File: config.mk
export PLATFORM = sky130hd
export DESIGN_NAME = updown_sweep_ctrl
export DESIGN_NICKNAME = d
export VERILOG_FILES = /design/src/rtl/updown_sweep_ctrl.sv
export SDC_FILE = /design/constraint.sdc
export NUM_CORES = 1
export LEC_CHECK = 0
export CAP_MARGIN = 10
export CORE_MARGIN = 2
export CORE_UTILIZATION = 40
export DETAILED_ROUTE_END_ITERATION = 10
export GPL_ROUTABILITY_DRIVEN = 0
export GPL_TIMING_DRIVEN = 1
export PLACE_DENSITY = 0.63
export SKIP_LAST_GASP = 1
export SLEW_MARGIN = 20
export SYNTH_ARGS = -nofsm -noshare
export SYNTH_HDL_FRONTEND = slang
export SYNTH_SLANG_ARGS = --single-unit
File: constraint.sdc
create_clock -name clk -period 4.81 [get_ports clk]
set_input_delay 0.962 -clock clk [delete_from_list [all_inputs] [get_ports clk]]
set_output_delay 0.962 -clock clk [all_outputs]
set_load 0.03 [all_outputs]
File: src/rtl/updown_sweep_ctrl.sv
// Sequencer for a 5-bit up/down counter.
// Ping-pongs the counter between latched bounds lo and hi for a programmed number of sweeps.
module updown_sweep_ctrl #(
   parameter int unsigned W  = 5,
   parameter int unsigned NW = 4
) (
   input  logic          clk,
   input  logic          reset,
   input  logic          start,
   input  logic          stop,
   input  logic [W-1:0]  lo,
   input  logic [W-1:0]  hi,
   input  logic [NW-1:0] num_sweeps,
   input  logic [W-1:0]  count_in,
   output logic          up_down,
   output logic          cnt_rst,
   output logic          busy,
   output logic          done,
   output logic          err,
   output logic [NW-1:0] sweeps_done
);

   localparam int unsigned WE = W + 1;

   typedef enum logic [1:0] {IDLE, UP, DOWN, FIN} state_t;

   state_t        state;
   logic [W-1:0]  lo_q;
   logic [W-1:0]  hi_q;
   logic [NW-1:0] ns_q;

   logic [WE-1:0] hi_ext_c;
   logic [WE-1:0] lo_min_c;
   logic          cfg_ok_c;
   logic          at_peak_c;
   logic          at_floor_c;
   logic [NW-1:0] sweeps_inc_c;

   // Bound check widened by one bit so lo+2 cannot wrap.
   assign hi_ext_c     = {1'b0, hi};
   assign lo_min_c     = {1'b0, lo} + WE'(2);
   assign cfg_ok_c     = (hi_ext_c >= lo_min_c);
   assign at_peak_c    = (count_in == (hi_q - W'(1)));
   assign at_floor_c   = (count_in == (lo_q + W'(1)));
   assign sweeps_inc_c = sweeps_done + NW'(1);

   // Turn decisions are one count early because the counter steps on the same edge.
   always_ff @(posedge clk or posedge reset) begin
      if (reset) begin
         state       <= IDLE;
         lo_q        <= '0;
         hi_q        <= '0;
         ns_q        <= '0;
         up_down     <= 1'b0;
         cnt_rst     <= 1'b1;
         busy        <= 1'b0;
         done        <= 1'b0;
         err         <= 1'b0;
         sweeps_done <= '0;
      end else begin
         done <= 1'b0;
         err  <= 1'b0;
         case (state)
            IDLE: begin
               if (start) begin
                  if (cfg_ok_c) begin
                     lo_q        <= lo;
                     hi_q        <= hi;
                     ns_q        <= num_sweeps;
                     sweeps_done <= '0;
                     cnt_rst     <= 1'b0;
                     up_down     <= 1'b1;
                     busy        <= 1'b1;
                     state       <= UP;
                  end else begin
                     err <= 1'b1;
                  end
               end
            end
            UP: begin
               if (stop) begin
                  cnt_rst <= 1'b1;
                  up_down <= 1'b0;
                  busy    <= 1'b0;
                  state   <= IDLE;
               end else if (at_peak_c) begin
                  up_down <= 1'b0;
                  state   <= DOWN;
               end
            end
            DOWN: begin
               if (stop) begin
                  cnt_rst <= 1'b1;
                  up_down <= 1'b0;
                  busy    <= 1'b0;
                  state   <= IDLE;
               end else if (at_floor_c) begin
                  sweeps_done <= sweeps_inc_c;
                  if ((ns_q != '0) && (sweeps_inc_c == ns_q)) begin
                     state <= FIN;
                  end else begin
                     up_down <= 1'b1;
                     state   <= UP;
                  end
               end
            end
            FIN: begin
               cnt_rst <= 1'b1;
               up_down <= 1'b0;
               busy    <= 1'b0;
               done    <= !stop;
               state   <= IDLE;
            end
            default: state <= IDLE;
         endcase
      end
   end

endmodule

==> impl_metrics.env, run 1 <==
export IMPL_powerDensity_nw_per_um2=515.9
export IMPL_synth_edff_count=0
export IMPL_worstPathRequired_ns=4.96
export IMPL_cts_hold_buf=0
export IMPL_die_area_um2=4659
export IMPL_avgViaCountPerCell=5.152
export IMPL_critPathArrivalTime_ns=3.59
export IMPL_cts_root_buffer="clkbuf_8"
export IMPL_cp_start_kind="input port"
export IMPL_grt_usage_pct=17.10
export IMPL_ys_seq_elements=25
export IMPL_endpoint_kind="register"
export IMPL_clk_latency_ns=0.26
export IMPL_die_w_um=68.26
export IMPL_p_comb_share_pct=52.2
export IMPL_worstRegToRegCells=7
export IMPL_hp_start="cnt_rst"
export IMPL_port_buffers=31
export IMPL_timing_rr_start="lo_q[0]"
export IMPL_netlist_instances=154
export IMPL_yosys_top_cells_count="dfrtp_1, ha_1, mux2_2, inv_1, xnor2_1"
export IMPL_drv_cap=0
export IMPL_crit_family="simple AND/OR/NAND/NOR gates"
export IMPL_drc=0
export IMPL_grt_pass1_wl_um=5871
export IMPL_cts_tree="done"
export IMPL_syn_area_per_cell_um2=10.72
export IMPL_finalCritPeriodShare_pct=71.45
export IMPL_status="finished, final reports clean"
export IMPL_row_count=23
export IMPL_overflow=0
export IMPL_regToRegSetupSlack_ns=2.65
export IMPL_cts_setup_buffers=0
export IMPL_stdcell_count=237
export IMPL_crit_type="in2reg"
export IMPL_p_clk_share_pct=11.8
export IMPL_place_ws_ns=1.055
export IMPL_drv_slew=0
export IMPL_synth_area_leaders="dfrtp_1, ha_1, mux2_2"
export IMPL_async_flop_share_pct=100.0
export IMPL_critPathSlowestCell="nand4_1"
export IMPL_syn2layout_area_growth_pct=24.32
export IMPL_syn_cell_area_um2=1652
export IMPL_grt_start_max_net_pins=26
export IMPL_wl_um=3560
export IMPL_die_h_um=68.26
export IMPL_vias=1221
export IMPL_grt_pass1_vias=1268
export IMPL_total_power_uw=1059
export IMPL_dr_pass1_iters=4
export IMPL_post_route_util_pct=51.33
export IMPL_rsz0062_at_grt="false"
export IMPL_hold_path_depth=2
export IMPL_synth_top_cell_area_share_pct=36.36
export IMPL_path_depth=9
export IMPL_ios=32
export IMPL_post_synth_top_count_cell="dfrtp_1"
export IMPL_p_sw_share_pct=39.87
export IMPL_synth_top_flop_cell="dfrtp_1"
export IMPL_start_util_pct=41.29
export IMPL_fillers=370
export IMPL_total_leakage_power_uw=0.0008959
export IMPL_min_to="cnt_rst"
export IMPL_n_antenna_cell=0
export IMPL_yosysWarnings=0
export IMPL_core_area_um2=4000
export IMPL_worstPathMaxFanout=15
export IMPL_cp_cell_sequence="clkdlybuf4s50_1 > ha_1 > xnor2_1 > ha_1 > a21o_1 > a21oi_1 > o21ai_1 > nand4_1 > mux2_2"
export IMPL_min_period_ns=3.437
export IMPL_setup_viol_count_final=0
export IMPL_hold_violations=0
export IMPL_dp_hpwl_um=2829
export IMPL_setup_ws_ns=1.373
export IMPL_p_seq_share_pct=36.0
export IMPL_ant_nets=0
export IMPL_clk_path_buf_depth=2
export IMPL_clkTransAtPathRegs_ns=0.09
export IMPL_critPathMaxStageDelay_ns=0.63
export IMPL_p_sw_uw=422.4
export IMPL_crit_path_frequent_cell="ha_1"
export IMPL_yosysTopAreaCell="dfrtp_1"
export IMPL_wl_per_cell_um=15.02
export IMPL_dp_cells=233
export IMPL_worst_path_buf_inv=1
export IMPL_timing_rr_end="up_down"
export IMPL_nNetsFinal=225
export IMPL_slew_headroom_pct=35.47
export IMPL_h_tree_depth=1
export IMPL_antenna_found_initial=0
export IMPL_skew_ns=0.003192
export IMPL_drt_initial_drc_count=5
export IMPL_internal_power_uw=636.9
export IMPL_drive_gt1_share_pct=13.90
export IMPL_fmax_ghz=0.2910
export IMPL_yosysSeqAreaShare_pct=37.95
export IMPL_synth_cell_types=41
export IMPL_hold_path_class="reg2reg"
export IMPL_syn_nets=191
export IMPL_cts_resized=0
export IMPL_tightestPinTransition_ns=0.9668
export IMPL_finalSetupTns_ns=0
export IMPL_vdd_drop_max_v=0.0001941
export IMPL_clock_sinks=25
export IMPL_numCtsBuffers=3
[power groups by stage]
| stage | Combinational [uW] | Sequential (uW) | Clock (uW) |
|---|---|---|---|
| global route | 615 | 396 | 139 |
| finish | 553 | 381 | 125 |
| floorplan | 399 | 395 | 0 |
| global placement | 536 | 382 | 0 |
| detailed placement | 556 | 387 | 0 |
| CTS | 559 | 383 | 129 |
[cell usage in the layout, fill, tap and decap left out, types with 2 or more instances in the layout]
master | synthesis | final
a21o_1 | 3 | 3
a21oi_1 | 6 | 6
a31oi_1 | 2 | 2
clkbuf_8 | 0 | 3
clkdlybuf4s50_1 | 0 | 31
dfrtp_1 | 24 | 24
ha_1 | 14 | 14
inv_1 | 13 | 13
mux2_2 | 14 | 14
mux2i_1 | 3 | 3
nand2_1 | 6 | 6
nand2b_1 | 4 | 4
nand3_1 | 6 | 6
nand4_1 | 3 | 3
nor2_1 | 4 | 4
nor2b_1 | 3 | 3
nor3_1 | 4 | 4
o21ai_0 | 2 | 2
o21ai_1 | 3 | 3
xnor2_1 | 10 | 10
xor2_1 | 8 | 8
[worst register-to-register path, stage by stage (launching register included)]
cell,delay (ns)
dfrtp_1,0.43
ha_1,0.26
nor3b_1,0.16
o21a_1,0.18
o311a_2,0.42
o22a_1,0.19
nand3_1,0.10
mux2_1,0.32
[registers in the layout, summed over array words and instances (netlist names), 2 cells and up]
| name | cells |
|---|---|
| hi_q | 5 |
| lo_q | 5 |
| ns_q | 4 |
| sweeps_done | 4 |
| state | 2 |
[stage by stage]
stage / hold WS (ns) / cell area, um^2
6_report: 0.4763 / 2053
5_1_grt: 0.5217 / 2053
4_1_cts: 0.4851 / 2053
3_5_place_dp: 0.4718 / 2008
3_3_place_gp: 0.4601 / 2008
2_1_floorplan: 0.4995 / 1652
[area by class of cell]
cell class                 instances  area (um^2)  share of cell area (%)
timing repair buffer              31        310.3                   15.11
multi-input combinational        114        959.7                   46.74
sequential                        25        626.9                   30.53
tap                               50        62.56                   3.047
clock buffer                       4        45.04                   2.194
inverter                          13        48.80                   2.377
[logic make-up after synthesis]
group / Yosys count / synth area share [%]
AOI/OAI and AO/OA: 28 / 13.11
and+or+nand+nor: 35 / 11.89
muxes: 19 / 12.95
xor gates and xnor gates: 18 / 9.545
adders and majority gates: 14 / 10.61
buffers and inverters: 15 / 3.939
DFF: 25 / 37.96
[worst max path at each step]
stage	from	end	slack [ns]
detailed placement	lo[1]	hi_q[4]	1.06
finish	lo[1]	ns_q[1]	1.37
CTS	lo[1]	lo_q[0]	1.35
global placement	lo[1]	hi_q[4]	1.19
floorplan	lo[1]	hi_q[1]	1.94
global route	lo[1]	ns_q[1]	1.20
[layer usage]
| metal | share of wire, % | track usage (%) |
|---|---|---|
| met3 | 2.8 | 3.618 |
| met4 | 0.62 | 4.500 |
| met5 | 0 | 0 |
| met1 | 45 | 20.67 |
| met2 | 52 | 30.58 |
Note: power is estimated with default switching activity, not from simulation.
==> run 2, diff against run 1 <==
==> constraint.sdc (replaced) <==
create_clock -name clk -period 3.5 [get_ports clk]
set_input_delay 0.7 -clock clk [delete_from_list [all_inputs] [get_ports clk]]
set_output_delay 0.7 -clock clk [all_outputs]
set_load 0.03 [all_outputs]
==> run 2 against run 1 <==
Global-route usage down 0.46 points. Count of clock-buffer cells in the layout decreased by 1. Combinational power increased by 39%. Via count rose by 1.6%. Register-to-register slack got worse by 1.3 ns. Largest power group unchanged.
==> impl_metrics.env, run 2 (synthesis gave the netlist of run 1 again) <==
export IMPL_crit_type="in2reg"
export IMPL_clock_sinks=25
export IMPL_cts_root_buffer="clkbuf_8"
export IMPL_die_area_um2=4659
export IMPL_stdcell_count=239
export IMPL_powerDensity_nw_per_um2=707.5
export IMPL_worstPathRequired_ns=3.67
export IMPL_n_antenna_cell=0
export IMPL_antenna_found_initial=0
export IMPL_finalSetupTns_ns=0
export IMPL_cts_tree="done"
export IMPL_die_w_um=68.26
export IMPL_top_regs="hi_q (5), lo_q (5)"
export IMPL_grt_usage_pct=16.65
export IMPL_numCtsBuffers=3
export IMPL_worstRegToRegCells=7
export IMPL_min_period_ns=2.965
export IMPL_rsz0062_at_grt="false"
export IMPL_hold_path_depth=2
export IMPL_critPathArrivalTime_ns=3.13
export IMPL_ant_nets=0
export IMPL_hold_path_class="reg2reg"
export IMPL_drv_slew=0
export IMPL_start_util_pct=41.29
export IMPL_die_h_um=68.26
export IMPL_dr_pass1_iters=2
export IMPL_dp_cells=235
export IMPL_row_count=23
export IMPL_cts_setup_buffers=0
export IMPL_vdd_drop_max_v=0.0002921
export IMPL_cts_resized=0
export IMPL_vias=1240
export IMPL_drive_gt1_share_pct=15.34
export IMPL_fmax_ghz=0.3372
export IMPL_h_tree_depth=1
export IMPL_clk_path_buf_depth=2
export IMPL_port_buffers=31
export IMPL_overflow=0
export IMPL_status="finished, final reports clean"
export IMPL_wl_per_cell_um=14.71
export IMPL_wl_um=3516
export IMPL_holdWs_ns=0.4838
export IMPL_endpoint_kind="register"
export IMPL_drv_cap=0
export IMPL_slew_headroom_pct=35.86
export IMPL_final_area_um2=2072
export IMPL_nNetsFinal=227
export IMPL_cts_hold_buf=0
export IMPL_cp_start_kind="input port"
export IMPL_final_common_cell="clkdlybuf4s50_1"
export IMPL_worstPathMaxFanout=7
export IMPL_clk_latency_ns=0.27
export IMPL_tightestPinTransition_ns=0.9611
export IMPL_grt_pass1_vias=1325
export IMPL_grt_pass1_wl_um=5851
export IMPL_total_leakage_power_uw=0.0009034
export IMPL_dp_hpwl_um=2807
export IMPL_layout_common_cells="clkdlybuf4s50_1, dfrtp_1, mux2_2, ha_1, inv_1"
export IMPL_place_area_um2=2023
export IMPL_avgViaCountPerCell=5.188
export IMPL_drt_initial_drc_count=22
export IMPL_clkTransAtPathRegs_ns=0.09
export IMPL_total_power_uw=1466
export IMPL_setup_viol_count_final=0
export IMPL_skew_ns=0.008160
export IMPL_finalCritPeriodShare_pct=84.73
export IMPL_grt_start_max_net_pins=26
export IMPL_core_area_um2=4000
export IMPL_syn2layout_area_growth_pct=25.45
export IMPL_hold_violations=0
export IMPL_drc=0
export IMPL_ios=32
[run 2: worst max-delay path: stages]
cell and delay (ns):
clkdlybuf4s50_1 0.47, ha_1 0.26, xnor2_1 0.13, ha_1 0.29, a21o_1 0.16, a21oi_1 0.13
o21ai_1 0.13, a31o_2 0.33, o21ai_1 0.17, mux2_2 0.37
[run 2: layout make-up]
| cell class | count | area, um^2 |
|---|---|---|
| clock buffers | 3 | 41.29 |
| clock inverters | 1 | 7.507 |
| fillers | 365 | 1928 |
| inverters | 13 | 48.80 |
| multi-input cells | 114 | 959.7 |
| flip-flops and latches | 25 | 626.9 |
| well taps | 50 | 62.56 |
| repair buffers | 33 | 325.3 |
[run 2: layer usage]
layer / up-vias / global-route usage, % / part of all wire (%)
li1: 614 / - / -
met1: 601 / 20.19 / 44
met2: 21 / 30.22 / 52
met3: 4 / 2.303 / 3.1
met4: 0 / 5.250 / 0.88
met5: - / 0 / 0
[run 2: path summary, 6_finish.rpt]
check                      startpoint      end  slack (ns)
setup / recovery                lo[1]     busy        0.53
hold / removal                cnt_rst  cnt_rst        0.48
setup reg to reg              lo_q[0]  up_down        1.36
hold reg to reg               cnt_rst  cnt_rst        0.48
max in group asynchronous       reset      err        1.97
min in group asynchronous       reset     done        0.94
[run 2: stage by stage]
stage	setup WS [ns]	util [%]
after floorplan	0.8886	-
after global placement	0.3357	50.58
after detailed placement	0.2349	50.58
after CTS	0.5269	51.80
after global routing	0.4090	51.80
final	0.5346	51.80
[run 2: where the power goes]
group | internal, uW | switching (uW) | leakage, uW | total (uW)
sequential | 412 | 106 | 0.000309 | 519
combinational | 389 | 382 | 0.000572 | 771
clock | 80.7 | 95.3 | 0.0000217 | 176
total | 882 | 583 | 0.000903 | 1470
